--- config.mk ---
export PLATFORM = sky130hd
export DESIGN_NAME = fp_add_arbiter
export DESIGN_NICKNAME = d
export VERILOG_FILES = /design/src/rtl/fp_pkg.sv /design/src/rtl/rr_arbiter.sv /design/src/rtl/fp_add_arbiter.sv
export SDC_FILE = /design/constraint.sdc
export NUM_CORES = 1
export LEC_CHECK = 0
export ABC_AREA = 1
export CAP_MARGIN = 20
export CORE_MARGIN = 2
export CORE_UTILIZATION = 25
export CTS_CLUSTER_DIAMETER = 60
export DETAILED_ROUTE_END_ITERATION = 16
export PLACE_DENSITY = 0.64
export SLEW_MARGIN = 30
export SYNTH_ARGS = -nofsm -noshare
export SYNTH_HDL_FRONTEND = slang
export SYNTH_SLANG_ARGS = --single-unit
--- constraint.sdc ---
create_clock -name clk -period 2 [get_ports clk]
set_input_delay 0.4 -clock clk [delete_from_list [all_inputs] [get_ports clk]]
set_output_delay 0.4 -clock clk [all_outputs]
set_load 0.05 [all_outputs]
--- src/rtl/fp_pkg.sv ---
// Shared definitions for arbitrated floating-point units: widths, default
// watchdog limit and the request/response sequencer state encoding.
package fp_pkg;
  localparam int FP_W        = 32;
  localparam int DEF_TIMEOUT = 255;

  typedef enum logic [1:0] {
    IDLE      = 2'b00,
    WAIT_DONE = 2'b01,
    RELEASE   = 2'b10,
    RESP      = 2'b11
  } fsm_state_e;
endpackage

--- src/rtl/rr_arbiter.sv ---
// Combinational one-hot round-robin grant; scanning starts just after the
// previously granted requester so every requester is reached within NREQ turns.
module rr_arbiter #(
  parameter int NREQ = 2,
  parameter int LW   = $clog2(NREQ)
) (
  input  logic [NREQ-1:0] req,
  input  logic [LW-1:0]   last,
  output logic [NREQ-1:0] grant,
  output logic [LW-1:0]   grant_idx
);
  logic [LW-1:0] idx;
  logic          found;

  always_comb begin
    grant     = '0;
    grant_idx = '0;
    idx       = '0;
    found     = 1'b0;
    for (int k = 1; k <= NREQ; k++) begin
      idx = LW'((int'(last) + k) % NREQ);
      if (!found && req[idx]) begin
        grant[idx] = 1'b1;
        grant_idx  = idx;
        found      = 1'b1;
      end
    end
  end
endmodule

--- src/rtl/fp_add_arbiter.sv ---
// Shares one FP add unit between NREQ requesters: round-robin accept, drive the
// level start/done handshake, return the result (or a timeout error) as a pulse.
module fp_add_arbiter
  import fp_pkg::*;
#(
  parameter int NREQ    = 2,
  parameter int W       = FP_W,
  parameter int TIMEOUT = DEF_TIMEOUT
) (
  input  logic                     clk,
  input  logic                     rst_n,
  input  logic [NREQ-1:0]          req_valid,
  output logic [NREQ-1:0]          req_ready,
  input  logic [NREQ-1:0][W-1:0]   req_a,
  input  logic [NREQ-1:0][W-1:0]   req_b,
  output logic [NREQ-1:0]          resp_valid,
  output logic [W-1:0]             resp_data,
  output logic                     resp_err,
  output logic                     fpu_start,
  output logic [W-1:0]             fpu_a,
  output logic [W-1:0]             fpu_b,
  input  logic                     fpu_done,
  input  logic [W-1:0]             fpu_result
);
  localparam int LW = $clog2(NREQ);
  localparam int CW = $clog2(TIMEOUT + 1);

  fsm_state_e      state;
  logic [LW-1:0]   last, gsel, grant_idx;
  logic [NREQ-1:0] grant;
  logic [CW-1:0]   cnt;

  rr_arbiter #(.NREQ(NREQ), .LW(LW)) u_rr (
    .req       (req_valid),
    .last      (last),
    .grant     (grant),
    .grant_idx (grant_idx)
  );

  assign req_ready = (state == IDLE) ? grant : '0;

  always_ff @(posedge clk or negedge rst_n) begin
    if (!rst_n) begin
      state      <= IDLE;
      fpu_start  <= 1'b0;
      fpu_a      <= '0;
      fpu_b      <= '0;
      resp_valid <= '0;
      resp_data  <= '0;
      resp_err   <= 1'b0;
      cnt        <= '0;
      last       <= LW'(NREQ - 1);
      gsel       <= '0;
    end else begin
      resp_valid <= '0;
      unique case (state)
        IDLE: if (|grant) begin
          fpu_a     <= req_a[grant_idx];
          fpu_b     <= req_b[grant_idx];
          gsel      <= grant_idx;
          last      <= grant_idx;
          fpu_start <= 1'b1;
          cnt       <= '0;
          state     <= WAIT_DONE;
        end
        WAIT_DONE: begin
          if (cnt != CW'(TIMEOUT)) cnt <= cnt + 1'b1;
          // done takes precedence over a watchdog expiry in the same cycle
          if (fpu_done) begin
            resp_data <= fpu_result;
            resp_err  <= 1'b0;
            fpu_start <= 1'b0;
            state     <= RELEASE;
          end else if (cnt == CW'(TIMEOUT - 1)) begin
            resp_data <= '0;
            resp_err  <= 1'b1;
            fpu_start <= 1'b0;
            state     <= RELEASE;
          end
        end
        // the unit is only reusable once it has dropped done
        RELEASE: if (!fpu_done) state <= RESP;
        RESP: begin
          resp_valid[gsel] <= 1'b1;
          state            <= IDLE;
        end
        default: state <= IDLE;
      endcase
    end
  end
endmodule

Yosys cells after proc, flatten, opt, wreduce, memory -nomap -nowiden
Index checks and enable logic that the tools add are counted.
Cells by class
  reduce and logical (&&, ||, !) cells: 14
  magnitude comparators: 7
  shifts and indexed selects: 0
  bitwise operators: 1
  equal/unequal tests: 9
  mux-type cells: 37
  add/sub/neg operators: 3
  divide/modulo/power cells: 0
  multiply operators: 0
Operator list (number)
  32-bit 2-to-1 mux: 6
  2-bit 2-to-1 mux: 8
  8-bit 2-to-1 mux: 2
  8-bit one-hot mux with 2 select lines: 1
  1-bit 2-to-1 mux: 15
  3-bit AND reduction: 3
  8-bit by 1-bit adder with 8-bit output (second input constant): 1
  8-bit equality test (second input constant): 1
  1-bit by 2-bit less-than comparator with 1-bit output (second input constant): 4
  8-bit inequality test (second input constant): 1
  2-bit one-hot mux with 4 select lines: 1
  2-bit equality test (second input constant): 2
  1-bit logical AND: 4
  2-bit inequality test (second input constant): 2
  2-bit AND reduction: 2
  2-bit nonzero test: 2
  1-bit demux with 1-bit select: 3
  1-bit >= comparator (second input constant): 3
  3-bit inequality test (second input constant): 1
  1-bit adder (second input constant): 2
  2-bit by 1-bit equality test with 1-bit output (second input constant): 1
  2-bit zero test: 1
  2-bit by 1-bit inequality test with 1-bit output (second input constant): 1
  2-bit bitwise OR: 1
  other kinds (3): 3
Storage, ports and cells
  bits in latches: 0
  memory bits (read-only): 0
  output and inout port bits: 102
  word-level logic and storage cells: 81
  memories kept: 0
  input port bits: 165
  register bits after elaboration: 112
  RAM bits: 0

Depth between registers and ports, before layout
Gate-level depths: netlist of run 1.
  depth after elaboration: 11
  depth in mapped cells: 9
  depth with buffers taken out: 8

Modules after synthesis
Synthesis of run 1 repeated with hierarchy kept, for this count alone.
Unflattened totals
  cell total of the unflattened synthesis: 676
  area total of the unflattened synthesis: 5415.2 um^2
Modules (own cells, without submodules)
  fp_add_arbiter: instances 1, area each 5390.2 um^2, cells an instance 670, sequential area each 2803.9 um^2
  rr_arbiter: instances 1, area each 25.0 um^2, cells an instance 6, sequential area each 0.0 um^2

Least setup slack after synthesis of run 1
OpenSTA, ideal clock, no wires.
  path type: register to output
  start point: reg state[0]
  end point: out req_ready[0]
  stages on the path, launching flop included: 5
  buffers on the path: 0
  data required time: 1.600 ns
  setup slack: 0.074 ns
  data arrival time: 1.526 ns
  cells stage by stage: dfrtp_1 -> inv_1 -> ha_1 -> nand2_1 -> a21oi_1
Between the ends
  longest elaborated chain between the ends: 2
Ends and longest elaborated chain
  start: declaration: line fp_add_arbiter.sv:28  | fsm_state_e state;
  start signal: assignment: line fp_add_arbiter.sv:44  | state <= IDLE;
  start signal: assignment: line fp_add_arbiter.sv:64  | state <= WAIT_DONE;
  start signal: assignment: line fp_add_arbiter.sv:73  | state <= RELEASE;
  2-bit zero test: line fp_add_arbiter.sv:40  | assign req_ready = (state == IDLE) ? grant : '0;
  2-bit 2-to-1 mux: line fp_add_arbiter.sv:40
  end: declaration: line fp_add_arbiter.sv:13  | output logic [NREQ-1:0] req_ready,
Every way passes these cells.

Final worst setup path of run 1
  start point: reg fpu_a[24]
  end point: out fpu_a[24]
RTL lines
  start: declaration: line fp_add_arbiter.sv:20  | output logic [W-1:0] fpu_a,
  start signal: assignment: line fp_add_arbiter.sv:58  | fpu_a <= req_a[grant_idx];
No word-level cell between the ends.

==> results of run 1 <==
==> layout by cell type, fill, tap and decap left out, drive strengths merged, types with 3 or more instances in the layout <==
cell type / instances
a21oi: 5
a31oi: 64
buf: 35
clkbuf: 9
clkdlybuf4s50: 243
clkinv: 3
dfrtp: 111
dlymetal6s2s: 4
ha: 7
inv: 21
nand2: 170
nand3: 108
nor2: 73
o21ai: 8
==> kinds of logic (layout without fill, tap and decap cells) <==
family / count (synthesis) / in the layout
and+or+nand+nor: 357 / 357
AOI/OAI and AO/OA: 78 / 78
buffers and inverters: 64 / 317
DFF: 112 / 112
adders and majority gates: 7 / 7
==> state kept, by name, summed over array words and instances, names as in the netlist <==
name	flops
resp_valid	2
cnt	8
resp_data	32
last	1
fpu_a	32
resp_err	1
gsel	1
fpu_start	1
fpu_b	32
state	2
==> final timing paths <==
| path | to | slack (ns) | depth (start not counted) |
|---|---|---|---|
| setup / recovery | fpu_a[24] | 0.03 | 1 |
| hold / removal | fpu_b[24]$_DFFE_PN0P_ | 0.04 | 2 |
| setup reg to reg | resp_data[28]$_DFFE_PN0P_ | 0.17 | 5 |
| hold reg to reg | resp_valid[0]$_DFF_PN0_ | 0.47 | 1 |
| max in group asynchronous | last$_DFFE_PN1P_ | 1.62 | 2 |
| min in group clk | resp_valid[0]$_DFF_PN0_ | 0.47 | 1 |
==> per-stage QoR <==
stage | std cells | power, W | setup WS, ns
2_1_floorplan | 618 | 0.00951 | 0.0742
6_report | 1141 | 0.0145 | 0.0320
5_1_grt | 1141 | 0.0153 | 0.000328
4_1_cts | 1138 | 0.0145 | 0.00763
3_3_place_gp | 1122 | 0.0126 | 0.111
3_5_place_dp | 1122 | 0.0127 | 0.0705
==> cell type report <==
cell class	instances	share of cell area (%)
repair buffers	283	33.9
flip-flops and latches	112	32.8
multi-input cells	442	25.2
well taps	270	3.95
clock buffers	9	2.64
inverters	18	0.820
clock inverters	7	0.615
==> power by group <==
| group | internal (W) | leakage (nW) | switching [W] |
|---|---|---|---|
| logic | 0.00296 | 2.26 | 0.00583 |
| registers | 0.00332 | 1.33 | 0.000584 |
| clock network | 0.000860 | 0.137 | 0.000907 |
| total | 0.00714 | 3.72 | 0.00732 |
==> metal layers <==
metal  GRT usage (%)  routed length (um)  up-vias
li1                -                   -     2571
met1            21.1                7800     2441
met2            25.3                8520      152
met3            3.58                 982       25
met4            5.52                 400        0
met5               0                   0        -
==> cell usage after synthesis <==
cell        n
o21ai_2     4
a21oi_2     1
nand4_4     1
buf_2      25
nor2_1     70
o21bai_1    1
nand3b_1    1
nor2_4      1
dfstp_2     1
o21ai_1     3
nand3_1   107
inv_2       1
nor3_1      2
a21oi_1     4
a31oi_1    64
dfrtp_1   111
buf_6       4
nor2_8      1
inv_1      17
o21ai_0     1
nand2_2     2
buf_1       6
nand2_1   168
nand3_4     1
buf_4       3
ha_1        7
nor2_2      1
clkbuf_1    8
or2_2       2
==> worst reg2reg max path: stages, from the launching register on <==
cell,delay [ns]
dfrtp_1,0.44
inv_2,0.12
ha_1,0.36
nand4_4,0.49
nand3_1,0.24
nand2_1,0.07
==> repair_timing <==
action	CTS	global route
setup endpoints to repair	3	18
resized for setup	4	8
setup buffers	0	3
==> impl_metrics.yaml, run 1 <==
routing:
  vias_per_cell: 4.55
  wl_per_cell_um: 15.5
  firstDrtPassIters: 5
  vias: 5189
  totalWireLength_um: 17700
  postRouteAntennaNets: 0
  first_iter_violations: 295
  drc: 0
setup_path:
  reg2reg_from: "state[1]$_DFFE_PN0P_"
  path_class: "flop to output pin"
  critPathLaunch: "fpu_a[24]$_DFFE_PN0P_"
  cp_max_fo: 2
  path_buf_inv: 1
  slowest_stage: "clkdlybuf4s50_1"
  crit_family: "buffers and inverters"
  crit_path_end_kind: "output pin"
  cp-start-kind: "flop"
  cp.required_ns: 1.60
  cp_cell_sequence: "clkdlybuf4s50_1"
  crit_arrival_ns: 1.57
  cp_slowest_stage_delay_ns: 0.83
floorplanning:
  std_cell_rows: 52
  die_h_um: 149
  die_w_um: 149
  num_io_pins: 267
  initial_core_util_pct: 25.7
  die_area_um2: 22100
  core_area_um2: 20400
sta:
  drv_slew: 0
  finalCriticalPeriod_ns: 1.97
  rsz0062_at_grt: "false"
  worstMarginPinSlew_ns: 0.551
  finalHoldViolations: 0
  hold_ws_ns: 0.0431
  fin_setup_tns_ns: 0
  clock.fmax_mhz: 508
  relSlewSlack_pct: 63.2
  setup_viol: 0
  timing.final.crit_share_pct: 98.4
  clock-skew-final_ns: 0.0119
cts:
  clockBufferDepth: 2
  cts_tree: "yes"
  clk_pin_slew_ns: 0.09
  htreeDepth: 3
  numClockSinks: 112
  cts_root_buf: "clkbuf_16"
  holdBufCountCts: 0
  clkLatencyLatePin_ns: 0.35
  cts_inserted_buffers: 9
pwr:
  ir_worst_vdd_v: 0.000787
  p_per_area_nw_per_um2: 1690
  leakagePower_nw: 3.72
placed_design:
  postPlaceCellArea_um2: 8210
  hpwl_um: 12400
  finalWeightedCongestion: 0.788
  port_buffers: 266
global_route:
  antenna_found_initial: 0
  track_usage_pct: 15.8
  globalRoute.totalOverflow: 0
  grt_max_degree: 65
  grt_pass1_wl_um: 27700
  first_global_vias: 5138
synthesis:
  netlist-cell-type-count: 29
  synth_fp_nets: 790
  synth.area.top_cells: "dfrtp_1 53%, nand2_1 12%, nand3_1 10%"
  synth.ff_latch_count: 112
  synth_mux_area_share_pct: 0
  synth-simple-area-share_pct: 29.5
  yosys_warnings: 0
  synth_top_family_by_area: "simple AND/OR/NAND/NOR gates"
  synthCells: 618
  synth_xor_area_share_pct: 0
  synth_top_area_share_pct: 53.0
  avgSynthCellArea_um2: 8.49
  yosys.area_share.adder_pct: 1.67
  synth_compound_area_share_pct: 9.38
  synth.cell_area_um2: 5240
  netlist.top_cell.by_area: "dfrtp_1"
  synth-seq-area-share_pct: 53.5
finish:
  fillers: 2061
  fin_nets: 1038
  final_area_um2: 8550
  insertedDiodeCount: 0
  drive_above_1_share_pct: 8.50
  regArea_um2: 2800
  postLayoutCoreUtil_pct: 41.8
  multi_input_area_um2: 2160
  synthToLayoutAreaGrowth_pct: 63.0
worst_hold_path:
  worstHoldPathType: "input pin to async pin"
outcome:
  status: "finished clean"
flow_run:
  max_cap_violations: 0
No activity file was read; power rests on OpenSTA's default activity.
==> run 2, diff against run 1 <==
--- a/config.mk
+++ b/config.mk
@@ -8,10 +8,10 @@
 export ABC_AREA = 1
 export CAP_MARGIN = 20
 export CORE_MARGIN = 2
-export CORE_UTILIZATION = 25
+export CORE_UTILIZATION = 40
 export CTS_CLUSTER_DIAMETER = 60
 export DETAILED_ROUTE_END_ITERATION = 16
-export PLACE_DENSITY = 0.64
+export PLACE_DENSITY = 0.89
 export SLEW_MARGIN = 30
 export SYNTH_ARGS = -nofsm -noshare
 export SYNTH_HDL_FRONTEND = slang
==> run 2 against run 1 <==
Final cell count decreased by 8.9%; power down 0.44%; sequential power hardly changed; highest routed layer unchanged; largest cell class unchanged; critical path type unchanged.
==> impl_metrics.yaml, run 2 (same netlist as run 1, synthesis figures left out) <==
placed_design:
  hpwl_um: 11700
  port_buffers: 266
  finalWeightedCongestion: 0.855
pwr:
  ir_worst_vdd_v: 0.000934
  pwr-share-comb_pct: 60.0
  p_sw_w: 0.00723
  p_sw_share_pct: 50.2
  internal_power_w: 0.00717
  p_clk_share_pct: 12.7
  p_per_area_nw_per_um2: 1720
  leakagePower_nw: 3.67
  pwr-share-seq_pct: 27.3
cts:
  cts_root_buf: "clkbuf_16"
  clkLatencyLatePin_ns: 0.35
  clockBufferDepth: 2
  htreeDepth: 3
  numClockSinks: 112
  clk_pin_slew_ns: 0.07
  holdBufCountCts: 0
  cts_inserted_buffers: 9
  cts_tree: "yes"
sta:
  fin_setup_tns_ns: 0
  clock.fmax_mhz: 510
  clock-skew-final_ns: 0.00685
  finalCriticalPeriod_ns: 1.96
  relSlewSlack_pct: 57.8
  hold_ws_ns: 0.0996
  drv_slew: 0
  setup_viol: 0
  finalHoldViolations: 0
  timing.final.crit_share_pct: 98.1
  worstMarginPinSlew_ns: 0.634
routing:
  vias: 5337
  wl_per_cell_um: 16.0
  firstDrtPassIters: 4
  totalWireLength_um: 16600
  vias_per_cell: 5.14
  first_iter_violations: 464
  postRouteAntennaNets: 0
  drc: 0
setup_path:
  ff2ff_path_depth: 7
  cp.required_ns: 1.60
  cp-start-kind: "flop"
  crit_path_end_kind: "output pin"
  crit_family: "buffers and inverters"
  reg2reg_from: "state[1]$_DFFE_PN0P_"
  slowest_stage: "clkdlybuf4s50_1"
  cp_cell_sequence: "clkdlybuf4s50_1"
  path_buf_inv: 1
  cp_slowest_stage_delay_ns: 0.84
  r2r-end: "fpu_b[5]$_DFFE_PN0P_"
  cp_max_fo: 2
  ff2ff_setup_slack_ns: 0.33
  path_class: "flop to output pin"
  crit_arrival_ns: 1.56
finish:
  top_regs: "fpu_a (32), fpu_b (32), resp_data (32)"
  final_cell_mix: "249 x clkdlybuf4s50_1, 166 x nand2_1, 111 x dfrtp_1"
  fillers: 1028
  fin_nets: 1034
  insertedDiodeCount: 0
  final_common_cell: "clkdlybuf4s50_1"
  synthToLayoutAreaGrowth_pct: 59.4
  drive_above_1_share_pct: 7.50
global_route:
  first_global_vias: 5219
  globalRoute.totalOverflow: 0
  antenna_found_initial: 0
  grt_pass1_wl_um: 26600
  track_usage_pct: 23.7
  grt_max_degree: 113
floorplanning:
  num_io_pins: 267
  die_w_um: 118
  die_h_um: 118
  initial_core_util_pct: 41.2
  core_area_um2: 12700
  die_area_um2: 14000
  std_cell_rows: 41
outcome:
  status: "finished clean"
worst_hold_path:
  worstHoldPathType: "input pin to async pin"
flow_run:
  max_cap_violations: 0
==> run 2: changes by cell type in the layout (fill, tap and decap cells not counted), sizes merged, moves of 2 or more <==
| cell | before | now |
|---|---|---|
| inv | 21 | 18 |
| dlymetal6s2s | 4 | 2 |
| buf | 35 | 28 |
| clkdlybuf4s50 | 243 | 249 |
==> run 2: worst max-delay path by stage <==
stage	from	endpoint	slack (ns)	cells past startpoint
2_1_floorplan	state[0]$_DFFE_PN0P_	req_ready[0]	0.07	4
3_3_place_gp	req_valid[0]	req_ready[1]	0.13	5
3_5_place_dp	req_valid[0]	req_ready[1]	0.09	5
4_1_cts	fpu_b[0]$_DFFE_PN0P_	fpu_b[0]	0.02	1
5_1_grt	state[1]$_DFFE_PN0P_	req_ready[0]	-0.02	5
6_report	fpu_b[7]$_DFFE_PN0P_	fpu_b[7]	0.04	1
==> run 2: final cells by class <==
cell class | count | area (um^2) | area share, %
sequential | 112 | 2800 | 33.6
clock buffer | 10 | 229 | 2.74
inverter | 18 | 68.8 | 0.823
timing repair buffer | 279 | 2830 | 33.8
multi-input combinational | 442 | 2150 | 25.7
clock inverter | 6 | 68.8 | 0.823
tap | 172 | 215 | 2.58
==> run 2: what timing repair did <==
action                     4_1_cts  5_1_grt
buffers inserted                 0        1
gates resized for setup          2        5
setup endpoints to repair        2        4
pin swaps                        0        0
==> run 2: power groups by stage <==
stage | logic [W] | registers, W | clock network [W]
after global placement | 0.00849 | 0.00390 | 0
after CTS | 0.00868 | 0.00392 | 0.00188
after global routing | 0.00913 | 0.00406 | 0.00197
after detailed placement | 0.00865 | 0.00395 | 0
after floorplan | 0.00224 | 0.00727 | 0
final | 0.00864 | 0.00392 | 0.00183
==> run 2: per-layer routing <==
| metal | GRT usage, % | vias up | share of wire, % |
|---|---|---|---|
| met2 | 40.1 | 239 | 50 |
| met3 | 5.74 | 42 | 7.1 |
| met1 | 28.5 | 2494 | 39 |
| li1 | - | 2562 | - |
| met4 | 11.2 | 0 | 4.0 |
| met5 | 0 | - | 0 |
==> run 2: worst register-to-register path, cell delays in order, from the launching register on <==
cell	delay, ns
dfrtp_1	0.43
inv_1	0.12
ha_2	0.21
o21ai_2	0.09
clkinv_2	0.08
buf_12	0.36
nor2_1	0.14
a31oi_1	0.17
==> run 2: through the flow <==
stage / setup slack [ns] / cell area [um^2] / std cells / utilization (%) / total power [W]
final: 0.0377 / 8360 / 1039 / 65.7 / 0.0144
after CTS: 0.0177 / 8340 / 1038 / 65.5 / 0.0145
after global routing: -0.0152 / 8360 / 1039 / 65.7 / 0.0152
after global placement: 0.129 / 8030 / 1022 / 63.1 / 0.0124
after detailed placement: 0.0921 / 8030 / 1022 / 63.1 / 0.0126
after floorplan: 0.0742 / 5240 / 618 / - / 0.00951
